## src/rtl/seq_detect_ctrl.sv

```systemverilog
// Run-time programmable serial pattern detector with match counting and target stop.
// Latency: detector_out and match_count update one cycle after the final pattern bit is sampled.
// Backpressure: config is accepted only while idle (cfg_ready); serial bits are consumed only on in_valid.
//
// Ports:
//   clock, reset                 rising-edge clock, synchronous active-high reset
//   cfg_valid/cfg_ready          config handshake; cfg_ready is high only in IDLE
//   cfg_pattern/len/overlap/target  pattern (bit [len-1] first), length, overlap mode, stop target
//   cfg_err                      one-cycle pulse when an offered config is rejected
//   start, stop                  run control levels; stop has priority
//   sequence_in, in_valid        qualified serial input stream
//   detector_out                 one-cycle pulse per match
//   match_count                  saturating match counter for the current or last run
//   busy, done                   state flags for RUN and DONE
module seq_detect_ctrl #(
    parameter int MAX_LEN = 8,
    parameter int LEN_W   = 4,
    parameter int CNT_W   = 8
) (
    input  logic               clock,
    input  logic               reset,
    input  logic               cfg_valid,
    output logic               cfg_ready,
    input  logic [MAX_LEN-1:0] cfg_pattern,
    input  logic [LEN_W-1:0]   cfg_len,
    input  logic               cfg_overlap,
    input  logic [CNT_W-1:0]   cfg_target,
    output logic               cfg_err,
    input  logic               start,
    input  logic               stop,
    input  logic               sequence_in,
    input  logic               in_valid,
    output logic               detector_out,
    output logic [CNT_W-1:0]   match_count,
    output logic               busy,
    output logic               done
);

    typedef enum logic [1:0] {
        S_IDLE = 2'd0,
        S_RUN  = 2'd1,
        S_DONE = 2'd2
    } state_t;

    localparam logic [LEN_W-1:0] MAX_LEN_L = LEN_W'(MAX_LEN);
    localparam logic [CNT_W-1:0] CNT_MAX   = {CNT_W{1'b1}};

    // State and stored configuration
    state_t               state_q,   state_d;
    logic [MAX_LEN-1:0]   pat_q,     pat_d;
    logic [LEN_W-1:0]     len_q,     len_d;
    logic                 ovl_q,     ovl_d;
    logic [CNT_W-1:0]     tgt_q,     tgt_d;
    logic                 loaded_q,  loaded_d;

    // Matcher datapath
    logic [MAX_LEN-1:0]   hist_q,    hist_d;
    logic [LEN_W-1:0]     fill_q,    fill_d;
    logic [CNT_W-1:0]     cnt_q,     cnt_d;
    logic                 det_q,     det_d;
    logic                 err_q,     err_d;

    // Candidate values if the current bit is consumed
    logic [MAX_LEN-1:0]   hist_new;
    logic [LEN_W-1:0]     fill_new;
    logic [CNT_W-1:0]     cnt_new;
    logic [MAX_LEN-1:0]   len_mask;
    logic                 hit;
    logic                 cfg_bad;

    // Low len_q bits set; only those bits take part in the compare.
    always_comb begin
        len_mask = '0;
        for (int i = 0; i < MAX_LEN; i++) begin
            len_mask[i] = (i < int'(len_q));
        end
    end

    always_comb begin
        hist_new = {hist_q[MAX_LEN-2:0], sequence_in};
        fill_new = (fill_q >= MAX_LEN_L) ? MAX_LEN_L : fill_q + LEN_W'(1);
        cnt_new  = (cnt_q == CNT_MAX) ? cnt_q : cnt_q + CNT_W'(1);
        // fill gates the compare so stale history (before run start or after a
        // non-overlapping match) can never produce a match.
        hit      = (fill_new >= len_q) && ((hist_new & len_mask) == (pat_q & len_mask));
        cfg_bad  = (cfg_len == '0) || (cfg_len > MAX_LEN_L);
    end

    always_comb begin
        state_d  = state_q;
        pat_d    = pat_q;
        len_d    = len_q;
        ovl_d    = ovl_q;
        tgt_d    = tgt_q;
        loaded_d = loaded_q;
        hist_d   = hist_q;
        fill_d   = fill_q;
        cnt_d    = cnt_q;
        det_d    = 1'b0;
        err_d    = 1'b0;

        case (state_q)
            S_IDLE: begin
                if (cfg_valid) begin
                    if (cfg_bad) begin
                        err_d = 1'b1;
                    end else begin
                        pat_d    = cfg_pattern;
                        len_d    = cfg_len;
                        ovl_d    = cfg_overlap;
                        tgt_d    = cfg_target;
                        loaded_d = 1'b1;
                    end
                end
                // start uses the config already stored, not one arriving this cycle
                if (start && !stop && loaded_q) begin
                    state_d = S_RUN;
                    hist_d  = '0;
                    fill_d  = '0;
                    cnt_d   = '0;
                end
            end

            S_RUN: begin
                if (stop) begin
                    // bit offered in a stop cycle is dropped
                    state_d = S_IDLE;
                end else if (in_valid) begin
                    hist_d = hist_new;
                    fill_d = fill_new;
                    if (hit) begin
                        det_d = 1'b1;
                        cnt_d = cnt_new;
                        if (!ovl_q) begin
                            fill_d = '0;
                        end
                        if ((tgt_q != '0) && (cnt_new == tgt_q)) begin
                            state_d = S_DONE;
                        end
                    end
                end
            end

            S_DONE: begin
                if (stop) begin
                    state_d = S_IDLE;
                end else if (start) begin
                    state_d = S_RUN;
                    hist_d  = '0;
                    fill_d  = '0;
                    cnt_d   = '0;
                end
            end

            default: begin
                state_d = S_IDLE;
            end
        endcase
    end

    always_ff @(posedge clock) begin
        if (reset) begin
            state_q  <= S_IDLE;
            pat_q    <= '0;
            len_q    <= '0;
            ovl_q    <= 1'b0;
            tgt_q    <= '0;
            loaded_q <= 1'b0;
            hist_q   <= '0;
            fill_q   <= '0;
            cnt_q    <= '0;
            det_q    <= 1'b0;
            err_q    <= 1'b0;
        end else begin
            state_q  <= state_d;
            pat_q    <= pat_d;
            len_q    <= len_d;
            ovl_q    <= ovl_d;
            tgt_q    <= tgt_d;
            loaded_q <= loaded_d;
            hist_q   <= hist_d;
            fill_q   <= fill_d;
            cnt_q    <= cnt_d;
            det_q    <= det_d;
            err_q    <= err_d;
        end
    end

    // Every output is a register or a decode of the state register.
    assign cfg_ready    = (state_q == S_IDLE);
    assign busy         = (state_q == S_RUN);
    assign done         = (state_q == S_DONE);
    assign detector_out = det_q;
    assign cfg_err      = err_q;
    assign match_count  = cnt_q;

endmodule

```

## config.mk

```make
export PLATFORM = sky130hd
export DESIGN_NAME = seq_detect_ctrl
export DESIGN_NICKNAME = d
export VERILOG_FILES = /design/src/rtl/seq_detect_ctrl.sv
export SDC_FILE = /design/constraint.sdc
export NUM_CORES = 1
export LEC_CHECK = 0
export CAP_MARGIN = 25
export CORE_UTILIZATION = 35
export DETAILED_ROUTE_END_ITERATION = 8
export GPL_ROUTABILITY_DRIVEN = 0
export SYNTH_ARGS = -nofsm -noshare
export SYNTH_HDL_FRONTEND = slang
export SYNTH_SLANG_ARGS = --single-unit
```

## constraint.sdc

```tcl
create_clock -name clock -period 6.2 [get_ports clock]
set_clock_uncertainty 0.2 [all_clocks]
set_input_delay 1.24 -clock clock [delete_from_list [all_inputs] [get_ports clock]]
set_output_delay 1.24 -clock clock [all_outputs]
set_load 0.01 [all_outputs]
```

==> metrics <==
min cycle time layout=3530 ps; CTS H-tree depth=2; Post-Route WL=6280 µm; Pwr Density=198 nW/µm²; filler instances=722; share of layout cells above drive strength 1=between 4 and 5%; Remaining DRCs=0; Multi-input gate area=1490 µm²; kind of critical path=in -> reg; Synth Flop Type=dfxtp_1; period utilization=between 50 and 60%; LEAKAGE=1.06 nW; antenna-violating nets left=0; Synth cell types=51; first-pass GRT wire length=10600 µm; Async S/R FF share, synth=0%; mapped cell area=2530 µm²; Worst Path Required=approximately 6200 ps; post-synth top area share=35.6%; CTS tree=yes; row count=30; Max Cap Violations=0; flops & latches, synth=45; leading area contributor after synthesis=dfxtp_1; most frequent cells in the layout=58 x nand2_1, 45 x dfxtp_1, 40 x clkdlybuf4s50_1; Final Cell Area=3090 µm²; post-synthesis sequential area ratio=between 30 and 40%; hold path depth=2; CP endpoint kind=flop; CTS max path bufs=2; Vias=2362; Clk pin slew, worst setup/hold paths=90 ps; RR Endpoint=match_count[4]; clock sinks=45; CTS resizes=0; hold slack=278 ps; placed instance area=~3000 µm²; die area=approximately 7600 µm²; sequence of cells on the critical path=clkdlybuf4s50_1 > nand3b_1 > nor2_2 > o21ai_0 > nor3_2 > o31ai_1 > a221oi_1; antenna violations before repair=0; Area Growth Syn to Fin=22.2%; drt pass-1 iters=5; final total power=0.611 mW; post-CTS setup buffers=0; final hold violation count=0; measured slew at the worst slew-check pin=808 ps; initial core utilization=36.6%; Ports=between 40 and 50; syn_area_per_cell=7.71 µm²; final cell count without fillers=455; Post-Place Cells=about 450; fin util=44.8%; CTS Root Cell=clkbuf_8; Setup WS pre-CTS=2400 ps; Detailed Route Iter0 Violations=181; register-to-register setup slack=3260 ps; Nets=393; worst-path fanout max=14; area of the core=6910 µm²; hold path start=pat_q[5]; startpoint types=primary input; EDFF count, synth=0; Congestion Overflow GR=0; CTS buffer count=5; Hold WC Path Type=reg -> reg; Max Clock Freq=283 MHz; number of global-route vias before repair=2128; vias per cell=roughly 5.2; reg2reg start=fill_q[0]; clock latency on the worst-skew pair=300 ps; unrepaired setup endpoints after global routing=no; Max Slew Vio Count=0; Net Count, Synth=363; Avg WL per Cell=13.8 µm; Setup TNS=0 ps; most common cell after layout, fill and taps aside=nand2_1; final setup vio count=0; Die H=87.0 µm; largest net degree at the start of global routing=between 40 and 50; Post-CTS Hold Buffers=0; Die X=87.0 µm; sequential cell area=901 µm²; status=finished, final reports clean; Worst VDD drop=roughly 0.091 mV; Post-Syn Instances=around 330; leading post-synthesis cells by cell area=dfxtp_1 36%, nand2_1 8.6%, a21oi_1 6.5%, ha_1 3.5%, nor2_1 2.8%; antenna cell count=0; Max stage delay on crit path=650 ps; Hold EP=pat_q[5]; number of port buffers=40; GRT Util Overall=17.9%; max_slew headroom=45.8%; Worst Slack Setup Final=2670 ps; Data arrival, critical path=3540 ps; CP max stage cell=nor3_2; reg2reg path depth=9; Synth Warn #=0; DP Wirelength=4530 µm
-- where the power goes --
group	switching, mW	internal, mW
Sequential	0.00977	0.297
Clock	0.108	0.121
Combinational	0.0392	0.0357
-- logic make-up after synthesis --
family                   synth area share [%]
XOR/XNOR                                 4.50
multiplexers                            0.841
flip-flops                               35.6
AND/OR/NAND/NOR                          25.8
AO/OA/AOI/OAI                            24.3
adder cells (fa/ha/maj)                  3.46
buffers and inverters                    5.49
-- final cells by class --
cell class,count,area share [%]
Multi-Input combinational cell,250,48.2
Tap cell,96,3.89
Clock inverter,3,1.42
Inverter,14,1.70
Timing Repair Buffer,42,13.4
Clock buffer,5,2.23
Sequential cell,45,29.1
-- synthesized netlist by cell type, drive strengths merged, types with 4 or more instances --
cell type and number:
o21ai 15, inv 14, a22oi 7, xor2 6, xnor2 7, nor2b 5
dfxtp 45, nor4 5, nand4 6, nand2 58, o31ai 5, a211oi 5
clkbuf 12, a21oi 34, o22ai 4, ha 7, nand3 7, nand2b 10
nor3 10, nor2 20, buf 7
-- how the worst max path moves through the flow --
stage / start / endpoint / slack, ps / cells past startpoint
2_1_floorplan: in_valid / match_count[6] / 3460 / 7
3_5_place_dp: in_valid / match_count[4] / 2400 / 7
4_1_cts: in_valid / match_count[4] / 2710 / 7
5_1_grt: in_valid / match_count[2] / 2470 / 7
6_report: in_valid / match_count[4] / 2670 / 7
3_3_place_gp: in_valid / match_count[4] / 2450 / 7
-- sequential cells by signal, summed over array words and instances (netlist names) --
register,cells
ovl_q,1
tgt_q,8
match_count,8
state_q,2
pat_q,8
loaded_q,1
len_q,4
fill_q,4
cfg_err,1
detector_out,1
hist_q,7
-- critical path: cells and delay by family --
kind	cells	cell delay (ps)
buf+inv	1	510
simple gates	3	1100
compound gates	3	700
-- layer usage --
| metal | routed length [µm] | up-vias | share of wire, % | GRT usage [%] |
|---|---|---|---|---|
| met5 | 0 | - | 0 | 0 |
| met4 | 48 | 0 | 0.76 | 5.76 |
| met3 | 351 | 4 | 5.6 | 3.51 |
| met2 | 2610 | 68 | 42 | 25.5 |
| met1 | 3270 | 1059 | 52 | 26.6 |
| li1 | - | 1231 | - | - |
No activity file was read; power rests on OpenSTA's default activity.
==> RTL change 1 (same settings) <==
Re-encode `state_t` (3 states) as one-hot, 3 bits wide.
--- a/src/rtl/seq_detect_ctrl.sv
+++ b/src/rtl/seq_detect_ctrl.sv
@@ -36,10 +36,10 @@
     output logic               done
 );
 
-    typedef enum logic [1:0] {
-        S_IDLE = 2'd0,
-        S_RUN  = 2'd1,
-        S_DONE = 2'd2
+    typedef enum logic [2:0] {
+        S_IDLE = 3'b001,
+        S_RUN  = 3'b010,
+        S_DONE = 3'b100
     } state_t;
 
     localparam logic [LEN_W-1:0] MAX_LEN_L = LEN_W'(MAX_LEN);
Formal check against the unedited RTL: same outputs for any inputs over 4 cycles, from zero or initial values and one cycle with reset high; so few cycles prove little.
==> RTL change 1 against the original RTL <==
- setup slack better by 0.19 ns
- highest routed layer unchanged
- area after synthesis grew 8.4%
- final area is 5.9% higher
- synthesized cell count rose by 8.2%
- sequential cell count rose by 1
- core utilization is 0.57 points lower
- register-to-register slack gained 0.10 ns
- wire length is 0.68% higher
Power is not compared: it rests on default switching activity, and its combinational part moved more than twofold at a synthesized area within 25%.
==> RTL change 1: results (changes against the original RTL) <==
- The number of fill cells was 781 (+8.2%).
- The global-route track usage on met1 came to 22.6% (-4.0 points).
- The total wirelength of the detailed-routed design is 6.33 mm (+0.68%).
- The sequential cell area fraction in the yosys report is 33.6% (-2.0 points).
- The worst reg-to-reg path cell count was 8 (-1).
- The endpoint identified for the worst register-to-register timing path is state_q[1].
- The global-route met3 utilization is 3.11% (-0.39 points).
- The category of the most critical setup path is reg2out.
- The detailed-routed wire length on met2 is 2.75 mm (+5.4%).
- The global-route wire length before repair is 11.2 mm (+5.5%).
- The flip-flop and latch count after synthesis is 46 (+2.2%).
- For this design, the slowest cell found on the critical path is sky130_fd_sc_hd__clkdlybuf4s50_1.
- The worst slew slack as a fraction of its limit is 45.7% (-0.11 points).
- The relative area of non-clock buffer cells in the final design is 12.9% (-0.52 points).
- The biggest fanout along the worst timing path is 11 (-3).
- The number of global-route vias before repair is 2369 (+11%).
- The row count is 31 (+3.3%).
- Tracing the worst setup path back leads to its startpoint at state_q[0].
- The largest incremental delay on the critical path is 0.63 ns (-0.02 ns).
- The distinct cell type count of the synthesized netlist is 65 (+27%).
- The die area came to 0.00819 mm^2 (+8.2%).
- The net count after synthesis is 390 (+7.4%).
- The flow ran to the end, and the final reports show no timing, DRC or antenna violations.
- The number of nets in the final layout is 420 (+6.9%).
- Yosys attributes the largest share of cell area to sky130_fd_sc_hd__dfxtp_1, sky130_fd_sc_hd__a21oi_1, sky130_fd_sc_hd__nand2_1.
- The combined global-route utilization of all metal layers is 16.5% (-1.4 points).
- The last element of the critical path is cfg_ready.
- The fraction of area in clock buffers and inverters was 3.32% (-0.32 points).
- The pin count of the biggest net entering global routing is 30 (-33%).
- The met3 layer wire length in the routed design is 299 um (-15%).
- The via count normalized by instance count is 5.20 (+0.13%).
- The fraction of area in multi-input gates is 50.7% (+2.5 points).
- The count of non-CTS buffers in the layout is 43 (+2.4%).
- The fraction of final layout cells sized beyond drive strength 1 is 8.81% (+4.4 points).
- The starting DRC count in detailed routing is 185 (+2.2%).
- The number of combinational gates with multiple inputs is 279 (+12%).
- The reg-to-reg setup timing slack is 3.36 ns (+0.10 ns).
-- RTL change 1: cell count changes in the layout (fill, tap and decap cells not counted), moves of 5 or more --
cell,unedited run,this run
sky130_fd_sc_hd__a21oi_1,33,51
sky130_fd_sc_hd__a22oi_1,7,1
sky130_fd_sc_hd__nand2b_1,10,5
sky130_fd_sc_hd__nand3_1,7,20
sky130_fd_sc_hd__nor3_1,9,15
sky130_fd_sc_hd__o31ai_1,5,0
sky130_fd_sc_hd__xnor2_1,7,12
-- RTL change 1: power by group through the flow --
stage / Combinational, uW / Clock (uW) / Sequential, uW
floorplan: 163 / 0 / 332
global placement: 210 / 0 / 344
detailed placement: 211 / 0 / 344
CTS: 213 / 230 / 337
global route: 240 / 243 / 341
finish: 210 / 222 / 336
-- RTL change 1: metrics by stage --
stage	setup slack [ns]	instances	hold WS, ns	cell area (um^2)	utilization (%)
CTS	2.82	485	0.273	3270	44.2
detailed placement	2.71	477	0.260	3170	42.7
finish	2.85	485	0.268	3270	44.2
global route	2.73	485	0.287	3270	44.2
global placement	2.74	477	0.261	3170	42.7
floorplan	3.36	355	0.236	2740	-
-- RTL change 1: kinds of logic (layout without fill, tap and decap cells) --
group | after synthesis | in the layout | synth area share, %
compound gates | 94 | 94 | 21.2
xor+xnor | 16 | 16 | 5.11
fa+ha+maj | 7 | 7 | 3.19
buf+inv | 30 | 61 | 5.88
flops | 46 | 46 | 33.6
mux | 2 | 2 | 0.958
simple gates | 160 | 160 | 30.1
-- RTL change 1: critical path: cells and delay by family (launching register included) --
| kind | cells | cell delay [ns] |
|---|---|---|
| DFF | 1 | 0.51 |
| buffers and inverters | 1 | 0.63 |
| and+or+nand+nor | 1 | 0.46 |
==> RTL change 2 (config.mk and constraints unchanged) <==
Made on the original files. `LEN_W`: 4 -> 8.
--- a/src/rtl/seq_detect_ctrl.sv
+++ b/src/rtl/seq_detect_ctrl.sv
@@ -14,7 +14,7 @@
 //   busy, done                   state flags for RUN and DONE
 module seq_detect_ctrl #(
     parameter int MAX_LEN = 8,
-    parameter int LEN_W   = 4,
+    parameter int LEN_W   = 8,
     parameter int CNT_W   = 8
 ) (
     input  logic               clock,
Interface: changed (resized cfg_len); port bits go from 41 to 45. The function was not compared with the original's and may differ.
==> RTL change 2 against the original RTL <==
- sequential cell count is 8 higher
- critical path depth down 1
- wire length is 10% higher
- power down 3.7%
- sequential share of layout area up 0.59 points
- final cell count up 7.7%
- setup slack lost 0.044 ns
- area after synthesis rose by 17%
- maximum frequency decreased by 1.2%
- final area up 15%
- critical endpoint is now match_count[2]
- largest cell class unchanged
- highest routed layer unchanged
==> RTL change 2: results (changes against the original RTL) <==
- The flow ran to the end, and the final reports show no timing, DRC or antenna violations.
- By area the synthesized netlist is led by sky130_fd_sc_hd__dfxtp_1, sky130_fd_sc_hd__mux2i_1, sky130_fd_sc_hd__nor2_1.
- The largest incremental delay on the critical path is 0.56 ns (-0.09 ns).
- The count of placed standard cells including taps was 482 (+7.8%).
- The peak ir drop on the vdd network is 0.0932 mV (+2.6%).
- The instance area after placement is 0.00349 mm^2 (+17%).
- The clock network fraction of total power is 33.0% (-4.5 points).
- The global-route met3 utilization is 2.99% (-0.51 points).
- The pin count of the biggest net entering global routing is 35 (-22%).
- The count of port buffers added during placement is 44 (+10%).
- The starting DRC count in detailed routing came to 142 (-22%).
- The global-route track usage on met1 was 23.4% (-3.3 points).
- The met2 usage is 26.7% (+1.2 points).
- The cell leakage power is 0.00152 uW (+44%).
- The biggest fanout along the worst timing path is 12 (-2).
- By count the netlist is led by sky130_fd_sc_hd__dfxtp_1, sky130_fd_sc_hd__nor2_1, sky130_fd_sc_hd__nand2_1, sky130_fd_sc_hd__mux2i_1.
- The layer flagged by global routing as most heavily used is met2.
- The number of global-route vias before repair is 2422 (+14%).
- The average wire per cell in the routed design is 14.1 um (+2.3%).
- The most critical setup path has its startpoint at stop.
- The average cell area after synthesis is 8.56 um^2 (+11%).
- The transition at the pin with the smallest max-transition slack is 0.634 ns (-0.173 ns).
- The largest individual stage delay along the critical path comes from the cell sky130_fd_sc_hd__clkdlybuf4s50_1.
- The final non-filler cell total is 490 (+7.7%).
- The sequential-cell power consumption came to 343 uW (+12%).
- The reported net switching power was 139 uW (-11%).
- The worst reg2reg path endpoint is fill_q[1].
- The sequential cell area fraction in the yosys report came to 35.7% (+0.11 points).
- The number of detailed-routing iterations run before antenna repair is 4 (-1).
- The reg-to-reg setup timing slack is 3.03 ns (-0.23 ns).
- The post-placement setup slack is 2.32 ns (-0.0775 ns).
- The total via count after detailed routing is 2544 (+7.7%).
RTL change 2: cell count changes in the layout (fill, tap and decap cells not counted), sizes merged, moves of 7 or more:
cell / before / now
and3: 3 / 10
nand2: 58 / 22
a21oi: 34 / 14
mux2i: 1 / 21
nor2: 20 / 43
dfxtp: 45 / 53
RTL change 2: worst min-delay path by stage:
| stage | endpoint | slack (ns) | cells after the start |
|---|---|---|---|
| after floorplan | fill_q[3] | 0.24 | 1 |
| after global placement | fill_q[5] | 0.27 | 1 |
| after detailed placement | fill_q[3] | 0.27 | 1 |
| after CTS | fill_q[7] | 0.29 | 1 |
| after global routing | fill_q[4] | 0.30 | 1 |
| final | fill_q[7] | 0.29 | 1 |
RTL change 2: metal layers:
metal  vias to the layer above  wire length (um)
met3                         8               290
met1                      1176              3480
met2                        57              3080
met4                         0                78
li1                       1303                 -
met5                         -                 0
RTL change 2: final cells by class:
| class | instances | area [um^2] |
|---|---|---|
| Tap cell | 105 | 131 |
| Fill cell | 805 | 4650 |
| Inverter | 16 | 60.1 |
| Sequential cell | 53 | 1060 |
| Multi-Input combinational cell | 262 | 1780 |
| Clock inverter | 2 | 10.0 |
| Timing Repair Buffer | 46 | 455 |
| Clock buffer | 6 | 72.6 |
RTL change 2: cells by family (layout without fill, tap and decap cells):
family                   Yosys count  in the layout  share of synthesized area (%)
AO/OA/AOI/OAI                     76             76                           17.2
other                              1              4                          0.126
buffers and inverters             35             70                           4.76
AND/OR/NAND/NOR                  134            134                           25.8
XOR/XNOR                          16             16                           4.72
multiplexers                      21             21                           7.08
adder cells (fa/ha/maj)           11             11                           4.63
flip-flops                        53             53                           35.7
RTL change 2: worst max-delay path: cells and delay by family:
kind / cells / cell delay [ns]
AOI/OAI and AO/OA: 1 / 0.14
buffers and inverters: 1 / 0.56
and+or+nand+nor: 4 / 1.68
